$ cat config.mk
export PLATFORM = sky130hd
export DESIGN_NAME = argmax_layer
export DESIGN_NICKNAME = d
export VERILOG_FILES = /design/src/rtl/argmax_layer.sv
export SDC_FILE = /design/constraint.sdc
export NUM_CORES = 1
export LEC_CHECK = 0
export BUFFER_PORTS_ARGS = -buffer_cell sky130_fd_sc_hd__buf_2
export CAP_MARGIN = 20
export CORE_MARGIN = 10
export CORE_UTILIZATION = 45
export DETAILED_ROUTE_END_ITERATION = 7
export GPL_ROUTABILITY_DRIVEN = 0
export PLACE_DENSITY_LB_ADDON = 0.15
export SYNTH_ARGS = -nofsm -noshare
export SYNTH_HDL_FRONTEND = slang
export SYNTH_SLANG_ARGS = --single-unit
$ cat constraint.sdc
create_clock -name clk_i -period 6.6 [get_ports clk_i]
set_input_delay 0.33 -clock clk_i [delete_from_list [all_inputs] [get_ports clk_i]]
set_output_delay 0.33 -clock clk_i [all_outputs]
set_load 0.005 [all_outputs]
$ cat src/rtl/argmax_layer.sv
// Serial argmax over a latched vector of signed fixed-point logits, one compare per cycle.
// Define ARGMAX_MAX_VAL_EN to add the max_o port carrying the winning logit value.
module argmax_layer #(
  parameter int WORD_SIZE   = 16,
  parameter int OUTPUT_SIZE = 10,
  parameter int INDEX_BITS  = (OUTPUT_SIZE > 1) ? $clog2(OUTPUT_SIZE) : 1
) (
  input  logic                             clk_i,
  input  logic                             reset_i,
  input  logic [OUTPUT_SIZE*WORD_SIZE-1:0] data_i,
  input  logic                             valid_i,
  output logic                             yumi_o,
  output logic                             valid_o,
  input  logic                             ready_i,
  output logic [INDEX_BITS-1:0]            class_o
`ifdef ARGMAX_MAX_VAL_EN
  ,
  output logic signed [WORD_SIZE-1:0]      max_o
`endif
);

  typedef enum logic [1:0] {IDLE, SCAN, DONE} state_e;

  localparam bit                    SINGLE    = (OUTPUT_SIZE == 1);
  localparam logic [INDEX_BITS-1:0] LAST_IDX  = INDEX_BITS'(OUTPUT_SIZE - 1);
  localparam logic [INDEX_BITS-1:0] FIRST_CNT = SINGLE ? '0 : INDEX_BITS'(1);

  state_e                       state_q;
  logic signed [WORD_SIZE-1:0]  vec_q [OUTPUT_SIZE];
  logic signed [WORD_SIZE-1:0]  best_q, best_d;
  logic signed [WORD_SIZE-1:0]  cur_elem, elem0;
  logic [INDEX_BITS-1:0]        best_idx_q, best_idx_d;
  logic [INDEX_BITS-1:0]        cnt_q;
  logic [INDEX_BITS-1:0]        class_q;
  logic                         valid_q;
`ifdef ARGMAX_MAX_VAL_EN
  logic signed [WORD_SIZE-1:0]  max_q;
`endif

  assign elem0 = data_i[WORD_SIZE-1:0];

  generate
    if (OUTPUT_SIZE > 1) begin : g_sel
      assign cur_elem = vec_q[cnt_q];
    end else begin : g_one
      assign cur_elem = vec_q[0];
    end
  endgenerate

  always_comb begin
    // NOTE: defaults first, so every path assigns both outputs and no latch is inferred.
    best_d     = best_q;
    best_idx_d = best_idx_q;
    // Strict compare keeps the earlier index on ties.
    if (cur_elem > best_q) begin
      best_d     = cur_elem;
      best_idx_d = cnt_q;
    end
  end

  assign yumi_o = valid_i & ~reset_i &
                  ((state_q == IDLE) | ((state_q == DONE) & ready_i));

  // NOTE: all state here is sequential and uses non-blocking assignments only.
  always_ff @(posedge clk_i or posedge reset_i) begin
    if (reset_i) begin
      state_q    <= IDLE;
      valid_q    <= 1'b0;
      class_q    <= '0;
      best_q     <= '0;
      best_idx_q <= '0;
      cnt_q      <= '0;
      // NOTE: the vector store is small and must come up cleared, so it is reset like any register.
      for (int k = 0; k < OUTPUT_SIZE; k++) vec_q[k] <= '0;
`ifdef ARGMAX_MAX_VAL_EN
      max_q      <= '0;
`endif
    end else if (yumi_o) begin
      for (int k = 0; k < OUTPUT_SIZE; k++) vec_q[k] <= data_i[k*WORD_SIZE +: WORD_SIZE];
      best_q     <= elem0;
      best_idx_q <= '0;
      cnt_q      <= FIRST_CNT;
      valid_q    <= SINGLE;
      if (SINGLE) begin
        state_q <= DONE;
        class_q <= '0;
`ifdef ARGMAX_MAX_VAL_EN
        max_q   <= elem0;
`endif
      end else begin
        state_q <= SCAN;
      end
    end else begin
      case (state_q)
        IDLE: ;
        SCAN: begin
          best_q     <= best_d;
          best_idx_q <= best_idx_d;
          if (cnt_q == LAST_IDX) begin
            state_q <= DONE;
            valid_q <= 1'b1;
            class_q <= best_idx_d;
`ifdef ARGMAX_MAX_VAL_EN
            max_q   <= best_d;
`endif
          end else begin
            cnt_q <= cnt_q + INDEX_BITS'(1);
          end
        end
        DONE: begin
          if (ready_i) begin
            state_q <= IDLE;
            valid_q <= 1'b0;
          end
        end
        default: state_q <= IDLE;
      endcase
    end
  end

  assign valid_o = valid_q;
  assign class_o = class_q;
`ifdef ARGMAX_MAX_VAL_EN
  assign max_o   = max_q;
`endif

endmodule
Yosys cells after proc, flatten, opt, wreduce, memory -nomap -nowiden:

Cells that the tools add are included.

* flip-flop bits (word level): 191
* bits in latches: 0
* memory bits (writable): 0
* bits in read-only memories: 0
* bits of input ports: 164
* output and inout bits: 6
* logic and storage cells: 62
* memories kept: 0

* add/subtract/negate cells: 1
* multiply operators: 0
* divide/modulo/power cells: 0
* magnitude comparators: 2
* equality and inequality tests: 7
* shift-type cells: 0
* mux-type cells: 20
* bitwise logic cells: 7
* reductions and logical operators: 9

Operators with widths (count)
* $mux W16: 5
* $bmux W16 S4: 1
* $mux W4: 6
* $gt A16 B16 Y1: 1
* $reduce_and A3 Y1: 3
* $mux W2: 3
* $ne A3 B3 Y1 const B: 2
* $pmux W2 S3: 1
* $ge A5 B5 Y1 const B: 1
* $not A4 Y5: 1
* $add A4 B1 Y4 const B: 1
* $eq A4 B4 Y1 const B: 1
* $ne A2 B2 Y1 const B: 2
* $reduce_and A2 Y1: 2
* $reduce_bool A2 Y1: 2
* $and A1 B1 Y1: 3
* $mux W1: 3
* $reduce_bool A3 Y1: 1
* $eq A2 B1 Y1 const B: 1
* $eq A2 B2 Y1 const B: 1
* $logic_not A2 Y1: 1
* $not A1 Y1: 2
* $pmux W1 S2: 1
* $or A1 B1 Y1: 1

Logic depth before layout (Yosys ltp):

* depth after elaboration: 8
* gate-level depth with buffers: 15
* depth with buffers taken out: 11

Worst setup path before layout:

No wires, ideal clock.

* path kind: in2out
* from: in reset_i
* to: out yumi_o
* arrival time: 6223 ps
* required time: 6270 ps
* setup slack: 47 ps
* stages on the path: 5
* path buffers: 2
* path through: inv_1 > nand3_1 > inv_1 > clkbuf_1 > buf_2

* cells in the longest elaborated chain, start to end: 3

RTL lines
* start, declared: line 9 `input logic reset_i,`
* $not A1 Y1: line 61 `assign yumi_o = valid_i & ~reset_i &`
* $and A1 B1 Y1 (2 in series): line 61
* end, declared: line 12 `output logic yumi_o,`

Every way passes these cells.

Worst setup path in the final report:

* from: reg cnt_q[0]
* to: reg best_q[0]

* cells in the longest elaborated chain, start to end: 7
* elaborated cells between the ends (all ways): 10
* those cells by class: 1 x order compare; 6 x mux; 1 x bitwise; 2 x reduce/logical

RTL lines
* start, declared: line 33 `logic [INDEX_BITS-1:0] cnt_q;`
* start signal, assigned: line 107 `cnt_q <= cnt_q + INDEX_BITS'(1);`
* $not A4 Y5 (implied by the code) *: line 44 `assign cur_elem = vec_q[cnt_q];`
* $bmux W16 S4 *: line 44
* $mux W16 (implied by the code) * (2 in series): line 44
* $gt A16 B16 Y1 or $mux W16 (tied branches): line 55 `if (cur_elem > best_q) begin`
* $reduce_bool A2 Y1 (no source line) or $mux W16 (tied branches)
* $reduce_and A2 Y1 (no source line) or $mux W16 (tied branches)
* end signal, assigned: line 80 `best_q <= elem0;`
* end signal, assigned: line 97 `best_q <= best_d;`
* end, declared: line 30 `logic signed [WORD_SIZE-1:0] best_q, best_d;`

Mark *: on every way between the ends. The rest lies on a longest branch, timed or not. The select of a mux whose other input is x is not followed.
A chain may end at the register's enable or synchronous reset.

==> run_results.csv <==
group,metric,value,unit
outcome,status,"completed",
placed_design,place_area,10200,um2
global_route,grt_max_degree,135,
critical_path,rrSetupSlack,1.88,ns
floorplanning,core,20200,um2
logic_synthesis,synth.most_common_cell,"nand2_1",
timing,max_slew.worst_pin.slew,1.07,ns
final_layout,area_growth,17.0,%
global_route,grt_pass1_wl,42000,um
logic_synthesis,yosys_most_used_dff,"dfrtp_1",
critical_path,crit-reg2reg-launch,"cnt_q[0]$_DFFE_PP0P_",
critical_path,cp-start-kind,"flip-flop",
timing,hold_slack,0.0341,ns
final_layout,final_area,10900,um2
global_route,track_usage,20.0,%
routing,drt_pass1_iterations,7,
global_route,grt_antenna_before_repair,0,
final_layout,fin_nets,1357,
floorplanning,start_util,45.9,%
timing,relSlewSlack,28.5,%
floorplanning,die_x,164,um
critical_path,slowest_stage,"dfrtp_2",
logic_synthesis,netlist_instances,1044,
critical_path,rr_worst_depth,10,
floorplanning,die_height,164,um
logic_synthesis,syn-num-nets,1226,
final_layout,diodes,0,
logic_synthesis,synth.area.top_cells,"dfrtp_1 (52%), nand2_1 (20%), mux4_2 (3.9%)",
routing,drt_iter0_drc,565,
routing,via_per_inst,5.16,
critical_path,path_cells,"nand2b_1 > a211oi_1 > o41ai_1 > ha_1 > nand4_1 > nor3_1 > a21boi_0 > o31a_1 > a21oi_1 > o31ai_2",
critical_path,max_stage_delay,0.88,ns
logic_synthesis,yosysWarnings,0,
power_and_ir_drop,ir_drop,0.000277,V
final_layout,drive_gt1_share,22.4,%
clock_network,cts_tree,"done",
critical_path,cp.arrival,5.07,ns
floorplanning,ios,170,
placed_design,hpwl,19200,um
clock_network,htreeDepth,4,
clock_network,numCtsBuffers,17,
timing,rsz0062_at_grt,"false",
floorplanning,num_rows,52,
routing,ant_nets,0,
logic_synthesis,syn-mean-instance-area,8.89,um2
logic_synthesis,synth_area,9280,um2
timing,finClkSkew,0.00955,ns
timing,finalHoldViolCount,0,
critical_path,crit_path_start,"cnt_q[0]$_DFFE_PP0P_",
clock_network,clk_latency,0.44,ns
routing,drc,0,
clock_network,cts_buffer_depth,2,
clock_network,clkTransAtPathRegs,0.07,ns
logic_synthesis,synthTopCellsByCount,"nand2_1 (506), dfrtp_1 (191), a211oi_1 (33)",
clock_network,cts_hold_buf,0,
clock_network,cts_setup_buffers,0,
timing,max_clock_freq,212,MHz
run,max_cap_violations,0,
critical_path,crit_required,6.95,ns
routing,vias,7522,
logic_synthesis,yosys_register_bits,191,
timing,period_needed,4.72,ns
logic_synthesis,async_reset_ff_share,100,%
worst_hold_path,hold_class,"in -> async",
floorplanning,dieArea,26800,um2
final_layout,fill_cells,1913,
global_route,grt_overflow_total,0,
critical_path,critPathMaxFanout,30,
placed_design,io_buffers,169,
timing,finalCritPeriodShare,71.6,%
logic_synthesis,synth_top_area_cell,"dfrtp_1",
critical_path,crit_type,"reg -> reg",
logic_synthesis,synth-edff-count,0,
clock_network,cts_resized,0,
power_and_ir_drop,power_density,547,nW/um2
routing,avgRoutedWirePerCell,18.2,um
timing,setup-violations-final,0,
critical_path,r2r_end,"best_q[0]$_DFFE_PP0P_",
clock_network,cts-root-buf,"clkbuf_16",
logic_synthesis,yosysUniqueCellTypes,47,
global_route,grt_pass1_vias,7623,
timing,setup_tns,0,ns
critical_path,cp-end-kind,"flip-flop",
logic_synthesis,ys_seq_area_share,51.5,%
logic_synthesis,synth_top_area_share,51.5,%
timing,final_max_slew_viol_count,0,
routing,wl,26600,um
power_and_ir_drop,total_leakage_power,5.63,nW
clock_network,cts.sinks,191,
-- state kept, by name, summed over array words and instances (netlist names) --
name,count
valid_o,1
vec_q,160
class_o,4
best_idx_q,4
cnt_q,4
best_q,16
state_q,2
-- power by group --
part	switching, mW	internal (mW)	leakage (nW)
sequential	0.410	1.77	2.36
combinational	1.56	1.08	2.97
clock	0.477	0.636	0.304
total	2.45	3.49	5.63
-- metal layers --
| layer | share of wire, % | wire length (um) | track usage (%) |
|---|---|---|---|
| met1 | 46 | 12300 | 27.5 |
| met3 | 5.3 | 1410 | 4.43 |
| met5 | 0 | 0 | 0 |
| met4 | 2.5 | 663 | 7.64 |
| met2 | 46 | 12200 | 30.1 |
-- stage by stage --
| stage | util (%) | std cells | power (mW) | setup slack [ns] |
|---|---|---|---|---|
| 2_1_floorplan | - | 1044 | 4.17 | 0.0472 |
| 3_3_place_gp | 50.5 | 1426 | 4.77 | 2.02 |
| 3_5_place_dp | 50.5 | 1426 | 4.83 | 1.96 |
| 4_1_cts | 53.7 | 1458 | 5.96 | 1.93 |
| 5_1_grt | 53.7 | 1458 | 6.40 | 1.48 |
| 6_report | 53.7 | 1458 | 5.94 | 1.88 |
-- worst max path at each step --
stage / end / cells after the start
3_5_place_dp: best_q[0]$_DFFE_PP0P_ / 10
6_report: best_q[0]$_DFFE_PP0P_ / 10
2_1_floorplan: yumi_o / 5
3_3_place_gp: best_q[0]$_DFFE_PP0P_ / 10
4_1_cts: best_q[0]$_DFFE_PP0P_ / 10
5_1_grt: best_q[0]$_DFFE_PP0P_ / 10
-- cell families (layout without fill, tap and decap cells) --
family	count (synthesis)	in the layout	synth area share, %
and+or+nand+nor	587	587	25.3
DFF	191	191	51.5
AOI/OAI and AO/OA	123	123	10.0
buffers and inverters	90	234	4.57
muxes	32	32	5.83
adders and majority gates	18	18	2.43
xor gates and xnor gates	3	3	0.283
-- cell type report --
class                      instances  area (um2)  area share (%)
inverter                          23        96.3           0.887
clock inverter                    12         170            1.57
clock buffer                      20         467            4.30
sequential                       191        4780            44.0
multi-input combinational        763        4090            37.6
tap                              270         338            3.11
timing repair buffer             179         921            8.48
-- worst max-delay path, delay by kind of cell (launching register included) --
kind | cells | cell delay (ns)
compound gates | 6 | 2.39
simple gates | 3 | 1.09
flops | 1 | 0.88
fa+ha+maj | 1 | 0.26
-- layout by cell type, fill, tap and decap left out, drive strengths merged, types with 2 or more instances in the layout --
| cell | instances |
|---|---|
| bufinv | 3 |
| mux2 | 16 |
| ha | 18 |
| clkbuf | 20 |
| mux4 | 16 |
| nand2b | 2 |
| o41ai | 15 |
| a21o | 2 |
| a31oi | 3 |
| inv | 28 |
| clkinvlp | 3 |
| nand2 | 507 |
| a211oi | 33 |
| nor2 | 25 |
| xnor2 | 2 |
| a21oi | 22 |
| nand4 | 4 |
| dfrtp | 191 |
| nor3 | 2 |
| o31ai | 18 |
| nand3 | 7 |
| o21ai | 21 |
| and2 | 31 |
| nor2b | 4 |
| buf | 179 |
No activity file was read; power rests on OpenSTA's default activity.
